## src/rtl/a5200_keypad_encoder_if.sv

```systemverilog
// Keypad encoder bus: raw joystick word and halt in, POKEY keypad scan result out.
// master = producer of the joystick word (emu mapping), slave = the encoder.
interface a5200_keypad_encoder_if;
    logic [20:0] JOY;
    logic        HALT;
    logic [3:0]  KBCODE;
    logic        KEY_HELD;
    logic        KEY_STB;

    modport master (
        output JOY,
        output HALT,
        input  KBCODE,
        input  KEY_HELD,
        input  KEY_STB
    );

    modport slave (
        input  JOY,
        input  HALT,
        output KBCODE,
        output KEY_HELD,
        output KEY_STB
    );
endinterface

```

## src/rtl/a5200_keypad_encoder.sv

```systemverilog
// Atari 5200 keypad encoder: debounces the 15 keypad buttons of one controller
// and reports a single accepted key (lowest code wins) as a POKEY scan result.
// Optional build macro KEYPAD_REPEAT_EN adds auto-repeat strobes while a key is held.
//
// state   | meaning
// --------+--------------------------------------------------------------
// ST_IDLE | no key accepted; next evaluation accepts the lowest pressed key
// ST_HELD | KBCODE latched and held; only its release is watched
module a5200_keypad_encoder #(
    parameter int TICK_DIV     = 56750,
    parameter int DEB_SAMPLES  = 3,
    parameter int REPEAT_DELAY = 400,
    parameter int REPEAT_RATE  = 100
) (
    input  logic                    CLK,
    input  logic                    RESET_N,
    a5200_keypad_encoder_if.slave   kp
);

    localparam int NKEYS  = 15;
    localparam int TICK_W = (TICK_DIV > 1) ? $clog2(TICK_DIV) : 1;
    localparam logic [TICK_W-1:0] TICK_LAST = TICK_W'(TICK_DIV - 1);

    localparam logic [0:0] ST_IDLE = 1'b0;
    localparam logic [0:0] ST_HELD = 1'b1;

    logic [TICK_W-1:0]      tick_cnt;
    logic                   tick;
    logic [NKEYS-1:0]       key_raw;
    logic [DEB_SAMPLES-1:0] hist     [NKEYS];
    logic [DEB_SAMPLES-1:0] hist_nxt [NKEYS];
    logic [NKEYS-1:0]       deb_q;
    logic [NKEYS-1:0]       deb_nxt;
    logic                   any_pressed;
    logic [3:0]             low_code;
    logic [0:0]             state;
    logic [3:0]             code_q;
    logic                   stb_q;
    logic                   accept;
    logic                   rep_fire;
    logic                   unused_joy;

    // Index = key code: digits 0..9, then *, #, Start, Pause, Reset.
    assign key_raw = {kp.JOY[10:6], kp.JOY[20:11]};

    // Low joystick bits are directions and fire buttons, not keypad keys.
    assign unused_joy = ^kp.JOY[5:0];

    // Sample tick is suppressed while halted so everything downstream freezes.
    assign tick = ~kp.HALT && (tick_cnt == TICK_LAST);

    // Free-running sample-tick counter, frozen by HALT.
    always_ff @(posedge CLK or negedge RESET_N) begin
        if (!RESET_N) begin
            tick_cnt <= '0;
        end else if (!kp.HALT) begin
            if (tick_cnt == TICK_LAST) tick_cnt <= '0;
            else                       tick_cnt <= tick_cnt + 1'b1;
        end
    end

    // Next history and debounced state; the FSM looks at these on the tick itself
    // so its registered outputs appear one cycle after the deciding tick.
    always_comb begin
        for (int k = 0; k < NKEYS; k++) begin
            hist_nxt[k] = {hist[k][DEB_SAMPLES-2:0], key_raw[k]};
            deb_nxt[k]  = deb_q[k];
            if (&hist_nxt[k])       deb_nxt[k] = 1'b1;
            else if (~|hist_nxt[k]) deb_nxt[k] = 1'b0;
        end
    end

    // Per-key sample history and debounced state, advanced once per tick.
    always_ff @(posedge CLK or negedge RESET_N) begin
        if (!RESET_N) begin
            for (int k = 0; k < NKEYS; k++) hist[k] <= '0;
            deb_q <= '0;
        end else if (tick) begin
            for (int k = 0; k < NKEYS; k++) hist[k] <= hist_nxt[k];
            deb_q <= deb_nxt;
        end
    end

    // Lowest-code pressed key; scanning downward leaves the smallest index last.
    always_comb begin
        any_pressed = 1'b0;
        low_code    = 4'h0;
        for (int k = NKEYS - 1; k >= 0; k--) begin
            if (deb_nxt[k]) begin
                any_pressed = 1'b1;
                low_code    = 4'(k);
            end
        end
    end

    assign accept = tick && (state == ST_IDLE) && any_pressed;

`ifdef KEYPAD_REPEAT_EN
    localparam int REP_MAX = (REPEAT_DELAY > REPEAT_RATE) ? REPEAT_DELAY : REPEAT_RATE;
    localparam int REP_W   = $clog2(REP_MAX + 1);

    logic [REP_W-1:0] rep_cnt;

    assign rep_fire = tick && (state == ST_HELD) && deb_nxt[code_q]
                      && (rep_cnt == REP_W'(1));

    // Repeat down-counter in ticks: loaded with the initial delay on accept,
    // reloaded with the rate at each terminal count, cleared when the key goes.
    always_ff @(posedge CLK or negedge RESET_N) begin
        if (!RESET_N) begin
            rep_cnt <= '0;
        end else if (tick) begin
            if (accept) begin
                rep_cnt <= REP_W'(REPEAT_DELAY);
            end else if (state == ST_HELD) begin
                if (!deb_nxt[code_q])            rep_cnt <= '0;
                else if (rep_cnt == REP_W'(1))   rep_cnt <= REP_W'(REPEAT_RATE);
                else if (rep_cnt != '0)          rep_cnt <= rep_cnt - 1'b1;
            end
        end
    end
`else
    assign rep_fire = 1'b0;
`endif

    // Accept/release FSM with registered code and one-cycle strobe.
    always_ff @(posedge CLK or negedge RESET_N) begin
        if (!RESET_N) begin
            state  <= ST_IDLE;
            code_q <= 4'h0;
            stb_q  <= 1'b0;
        end else begin
            stb_q <= accept || rep_fire;
            if (tick) begin
                case (state)
                    ST_IDLE: begin
                        if (any_pressed) begin
                            state  <= ST_HELD;
                            code_q <= low_code;
                        end
                    end
                    ST_HELD: begin
                        if (!deb_nxt[code_q]) state <= ST_IDLE;
                    end
                    default: state <= ST_IDLE;
                endcase
            end
        end
    end

    assign kp.KBCODE   = code_q;
    assign kp.KEY_HELD = (state == ST_HELD);
    assign kp.KEY_STB  = stb_q;

endmodule

```

## src/flat_wrapper.sv

```systemverilog
// flat-port wrapper written by rule: the top's interface ports become plain ports
module a5200_keypad_encoder_flat 
#(
    parameter int TICK_DIV     = 56750,
    parameter int DEB_SAMPLES  = 3,
    parameter int REPEAT_DELAY = 400,
    parameter int REPEAT_RATE  = 100
)
  (CLK, RESET_N, kp_JOY, kp_HALT, kp_KBCODE, kp_KEY_HELD, kp_KEY_STB);
  a5200_keypad_encoder_if kp_i ();
  input  logic CLK;
  input  logic RESET_N;
  input wire logic [$bits(kp_i.JOY)-1:0] kp_JOY;
  input wire logic [$bits(kp_i.HALT)-1:0] kp_HALT;
  output wire logic [$bits(kp_i.KBCODE)-1:0] kp_KBCODE;
  output wire logic [$bits(kp_i.KEY_HELD)-1:0] kp_KEY_HELD;
  output wire logic [$bits(kp_i.KEY_STB)-1:0] kp_KEY_STB;
  assign kp_i.JOY = kp_JOY;
  assign kp_i.HALT = kp_HALT;
  assign kp_KBCODE = kp_i.KBCODE;
  assign kp_KEY_HELD = kp_i.KEY_HELD;
  assign kp_KEY_STB = kp_i.KEY_STB;
  a5200_keypad_encoder #(.TICK_DIV(TICK_DIV), .DEB_SAMPLES(DEB_SAMPLES), .REPEAT_DELAY(REPEAT_DELAY), .REPEAT_RATE(REPEAT_RATE)) u_core (.CLK(CLK), .RESET_N(RESET_N), .kp(kp_i));
endmodule
```

## config.mk

```make
export PLATFORM = sky130hd
export DESIGN_NAME = a5200_keypad_encoder_flat
export DESIGN_NICKNAME = d
export VERILOG_FILES = /design/src/rtl/a5200_keypad_encoder_if.sv /design/src/rtl/a5200_keypad_encoder.sv /design/src/flat_wrapper.sv
export SDC_FILE = /design/constraint.sdc
export NUM_CORES = 1
export LEC_CHECK = 0
export ABC_AREA = 1
export CORE_UTILIZATION = 40
export DETAILED_ROUTE_END_ITERATION = 10
export PLACE_DENSITY = 0.59
export REMOVE_ABC_BUFFERS = 1
export SYNTH_ARGS = -nofsm -noshare
export SYNTH_HDL_FRONTEND = slang
export SYNTH_SLANG_ARGS = --single-unit
```

## constraint.sdc

```tcl
create_clock -name CLK -period 4.45 [get_ports CLK]
set_input_delay 0.6675 -clock CLK [delete_from_list [all_inputs] [get_ports CLK]]
set_output_delay 0.6675 -clock CLK [all_outputs]
set_load 0.02 [all_outputs]
```

Yosys cells after proc, flatten, opt, wreduce, memory -nomap -nowiden
Cells that the tools add are included.
{"block": "totals", "inputBits": 24, "register_bits": 67}
{"block": "classes", "n_addsub": 1, "magnitude_cmp": 1, "mux": 66, "bitwise_logic": 2, "reduce_logical": 34, "eq_ne": 1}
{"cell": "two-way mux 4 bit", "n": 15}
{"cell": "two-way mux 1 bit", "n": 48}
{"cell": "AND reduction 3 bit", "n": 16}
{"cell": "OR reduction 3 bit", "n": 15}
{"cell": "adder 16 x 1 -> 16 bit, second input constant", "n": 1}
{"cell": "== test 16 bit, second input constant", "n": 1}
{"cell": "two-way mux 16 bit", "n": 1}
{"cell": "< comparator 4 x 5 -> 1 bit, second input constant", "n": 1}
{"cell": "binary-select mux 1 bit (select 4 bit)", "n": 1}
{"cell": "logical AND 1 bit", "n": 3}
{"cell": "inverter 1 bit", "n": 2}
{"cell": "one-hot mux 1 bit (2 select lines)", "n": 1}

Depth between registers and ports, before layout
{"block": "depth", "depth_word": 20, "mapped_depth": 18}

Worst setup path after synthesis
Ideal clock, no wire load.
{"block": "synth_path", "kind": "input to register", "startpoint": "input kp_JOY[12]", "endpoint": "register u_core.code_q[1] (netlist: u_core.kp.KBCODE[1])", "path_buffers": 0, "path_stages": 10, "t_arrival_ps": 1715, "required_ps": 4325, "setup_slack_ps": 2609, "cell_sequence": "inv_1 > nor3_1 > o21ai_0 > nand2_1 > nor2_1 > nand4_1 > nand3_2 > nor2_1 > o21ai_0 > o21ai_1"}
{"block": "synth_via", "elab_chain_cells": 6, "word_cells_on_any_way": 9}
{"item": "from (decl)", "line_no": "flat_wrapper.sv:13", "source": "input wire logic [$bits(kp_i.JOY)-1:0] kp_JOY;"}
{"item": "OR reduction 3 bit", "line_no": "a5200_keypad_encoder.sv:69", "source": "else if (~|hist_nxt[k]) deb_nxt[k] = 1'b0;"}
{"item": "two-way mux 1 bit", "line_no": "a5200_keypad_encoder.sv:69"}
{"item": "two-way mux 1 bit *", "line_no": "a5200_keypad_encoder.sv:68", "source": "if (&hist_nxt[k]) deb_nxt[k] = 1'b1;"}
{"item": "two-way mux 1 bit (2 in series)", "line_no": "a5200_keypad_encoder.sv:89", "source": "if (deb_nxt[k]) begin"}
{"item": "AND reduction 3 bit (no line)"}
{"item": "to (signal assigned)", "line_no": "a5200_keypad_encoder.sv:139", "source": "code_q <= low_code;"}
{"item": "to (decl)", "line_no": "a5200_keypad_encoder.sv:37", "source": "logic [3:0] code_q;"}
Mark *: on every way between the ends. The rest lies on a longest branch, timed or not.
A chain may end at the register's enable or synchronous reset.

Final worst setup path
{"block": "layout_path", "startpoint": "register u_core.tick_cnt[1]", "endpoint": "register u_core.hist[27] in the netlist's numbering"}
{"block": "layout_via", "elab_chain_cells": 2}
{"item": "from (decl)", "line_no": "a5200_keypad_encoder.sv:27", "source": "logic [TICK_W-1:0] tick_cnt;"}
{"item": "from (signal assigned)", "line_no": "a5200_keypad_encoder.sv:58", "source": "else tick_cnt <= tick_cnt + 1'b1;"}
{"item": "== test 16 bit", "line_no": "a5200_keypad_encoder.sv:50", "source": "assign tick = ~kp.HALT && (tick_cnt == TICK_LAST);"}
{"item": "logical AND 1 bit", "line_no": "a5200_keypad_encoder.sv:50"}
{"item": "to (decl)", "line_no": "a5200_keypad_encoder.sv:30", "source": "logic [DEB_SAMPLES-1:0] hist [NKEYS];"}
Every way passes these cells.

==> run_results.csv <==
group,metric,value,unit
status,status,"finished, final reports clean",
timing,slew-limit-headroom,0.467,
timing,setup-violations-final,0,
worst_setup_path,reg2reg_depth,9,
worst_setup_path,r2r_start,"u_core.tick_cnt[1]",
clocking,clk_latency,350,ps
yosys,ys_seq_area_frac,0.497,
yosys,synth_cell_types,34,
floorplan,die_width,93.8,µm
route,drtPass1Iterations,4,
yosys,synth_edf_count,0,
clocking,clockRootBuffer,"clkbuf_8",
route,via_per_inst,4.90,
floorplan,dieArea,0.00880,mm²
grt,grt_max_degree,41,
clocking,htree_levels,3,
place,place_congestion,0.829,
worst_setup_path,cp_data_required_time,4710,ps
final_layout,n_fill_cell,811,
yosys,ys.flop_type,"dfrtp_1",
clocking,cts_hold_buf,0,
worst_setup_path,end_kind,"flip-flop",
route,drc,0,
min_path,hold_class,"input port to asynchronous set/reset pin",
final_layout,drive_gt1_frac,0.0980,
route,routed_wl,6.74,mm
timing,setup-tns-final,0,ps
route,via_count,2763,
timing,hold_viol,0,
worst_setup_path,cp-start-kind,"flip-flop",
timing,fmax,426,MHz
place,dp_hpwl,4.79,mm
route,ant_nets,0,
job,drv_cap,0,
yosys,synth-seq-cells,67,
yosys,syn_avg_cell_area,7.86,µm²
timing,rsz0062_at_grt,"no",
route,drt_iter0_drc,120,
timing,layout_worst_path_cycle_share,0.527,
grt,antenna_found_initial,0,
yosys,synth_top_area_share,0.497,
final_layout,final_cell_mix,"nor2_1 (79), dfrtp_1 (67), inv_1 (59)",
worst_setup_path,cp_max_fo,40,
timing,fin_skew,14.2,ps
clocking,cts_sinks,67,
worst_setup_path,slowest_delay,590,ps
power_and_ir_drop,p_leak,1.89,nW
worst_setup_path,crit_type,"flip-flop to flip-flop",
clocking,clkTransAtPathRegs,70,ps
power_and_ir_drop,ir_drop,0.239,mV
place,dpl.cell_count,548,
grt,grt_overflow_total,0,
worst_setup_path,worstReg2RegEnd,"u_core.hist[27]",
yosys,syn_area,0.00337,mm²
clocking,cts_resized,0,
clocking,post_cts_buffers,0,
final_layout,syn2layout_area_growth,16.1,%
floorplan,die_h,93.8,µm
timing,min_period,2350,ps
grt,grt_first_pass_wirelength,11.6,mm
clocking,clockBufferDepth,2,
place,portBuffers,23,
yosys,synthCells,429,
worst_setup_path,rrSetupSlack,2100,ps
worst_setup_path,cp_cell_sequence,"inv_1 > ha_1 > nand2_1 > nor2_1 > nand4_1 > nor2_4 > buf_4 > nor2_1 > a21oi_1",
yosys,async_flop_share,1.00,
route,wl_per_cell,11.9,µm
timing,slew_violations,0,
yosys,synth_top_area_cell,"dfrtp_1",
yosys,synthTopCellsByArea,"dfrtp_1 (50%), nor2_1 (8.9%), a21oi_1 (7.6%), inv_1 (6.6%), nand2_1 (6.5%)",
clocking,numCtsBuffers,9,
final_layout,diodes,0,
final_layout,stdcell_count,564,
final_layout,final_nets,480,
timing,worst_hold_slack,404,ps
timing,tightest_slew,800,ps
floorplan,core.rowCount,33,
worst_setup_path,arrival,2600,ps
worst_setup_path,path_common_cell,"nor2_1",
grt,grtUsageTotal,0.172,
floorplan,pin_count,30,
final_layout,layout_commonest_cell,"nor2_1",
floorplan,core,0.00818,mm²
grt,first_global_vias,2589,
floorplan,initial_core_util,0.413,
yosys,yosys_warnings,0,
clocking,cts_tree,"built",
power_and_ir_drop,powerDensity,389,mW/mm²
worst_setup_path,slowest_stage,"nor2_4",
-- where the power goes --
group | switching (W) | internal (W) | leakage [nW]
Clock | 0.000228 | 0.000343 | 0.119
Sequential | 0.0000568 | 0.000673 | 0.796
Combinational | 0.000137 | 0.0000852 | 0.975
Total | 0.000422 | 0.00110 | 1.89
-- routing by layer --
metal | GRT usage | part of all wire | vias to the layer above | wire (µm)
met4 | 0.0731 | 0.017 | 0 | 115
met3 | 0.0364 | 0.025 | 11 | 169
met1 | 0.219 | 0.49 | 1283 | 3310
li1 | - | - | 1430 | -
met2 | 0.280 | 0.47 | 39 | 3140
met5 | 0 | 0 | - | 0
-- cell usage after synthesis (2+ instances only) --
| cell type | n |
|---|---|
| inv_2 | 4 |
| inv_1 | 59 |
| dfrtp_1 | 67 |
| o31ai_1 | 3 |
| clkbuf_1 | 3 |
| o21ai_0 | 18 |
| ha_1 | 2 |
| buf_2 | 4 |
| nand4_1 | 4 |
| nand3_1 | 25 |
| a21oi_1 | 51 |
| nor4_1 | 2 |
| o31ai_2 | 2 |
| nand2_2 | 5 |
| nor2_2 | 5 |
| xnor2_1 | 2 |
| nand4_2 | 2 |
| o21ai_1 | 4 |
| nor2_1 | 80 |
| nand2_1 | 58 |
| nor3_1 | 13 |
| buf_4 | 4 |
-- worst max-delay path, delay by kind of cell, from the launching register on --
kind                       cells  cell delay (ps)
and+or+nand+nor                5              950
buffers and inverters          2              560
AOI/OAI and AO/OA              1              140
DFF                            1              410
adders and majority gates      1              180
-- logic make-up (layout without fill, tap and decap cells) --
| family | after synthesis | in the layout | share of synthesized area |
|---|---|---|---|
| XOR/XNOR | 2 | 2 | 0.00519 |
| adder cells (fa/ha/maj) | 2 | 2 | 0.00742 |
| AND/OR/NAND/NOR | 198 | 198 | 0.260 |
| buffers and inverters | 75 | 105 | 0.0909 |
| AO/OA/AOI/OAI | 85 | 85 | 0.140 |
| flip-flops | 67 | 67 | 0.497 |
-- layout make-up --
cell class	instances	area, µm²	area share
sequential	67	1680	0.428
multi-input combinational	287	1400	0.357
inverter	64	245	0.0626
timing repair buffer	25	240	0.0613
clock buffer	11	151	0.0386
tap	105	131	0.0335
clock inverter	5	75.1	0.0192
-- flip-flops by register name, indices dropped and copies added (netlist names) --
signal	count
u_core.hist	30
u_core.tick_cnt	16
u_core.deb_q	15
u_core.kp.KBCODE	4
u_core.kp.KEY_HELD	1
u_core.kp.KEY_STB	1
-- how the worst max path moves through the flow --
stage | startpoint | to | cells past startpoint
finish | u_core.tick_cnt[1] | u_core.hist[27] | 9
detailed placement | kp_HALT | u_core.tick_cnt[3] | 6
global placement | kp_HALT | u_core.tick_cnt[3] | 6
CTS | u_core.tick_cnt[1] | u_core.hist[27] | 9
global route | u_core.tick_cnt[1] | u_core.hist[27] | 9
floorplan | u_core.tick_cnt[1] | u_core.tick_cnt[14] | 9
-- stage by stage --
stage          setup WS (ps)  total power (W)  instance area (µm²)  utilization
2_1_floorplan            268         0.000888                 3310            -
3_3_place_gp            1800         0.000955                 3690        0.451
3_5_place_dp            1780         0.000964                 3690        0.451
4_1_cts                 2060          0.00154                 3920        0.479
5_1_grt                 1830          0.00161                 3920        0.479
6_report                2100          0.00152                 3920        0.479
(Power assumes the default switching activity.)
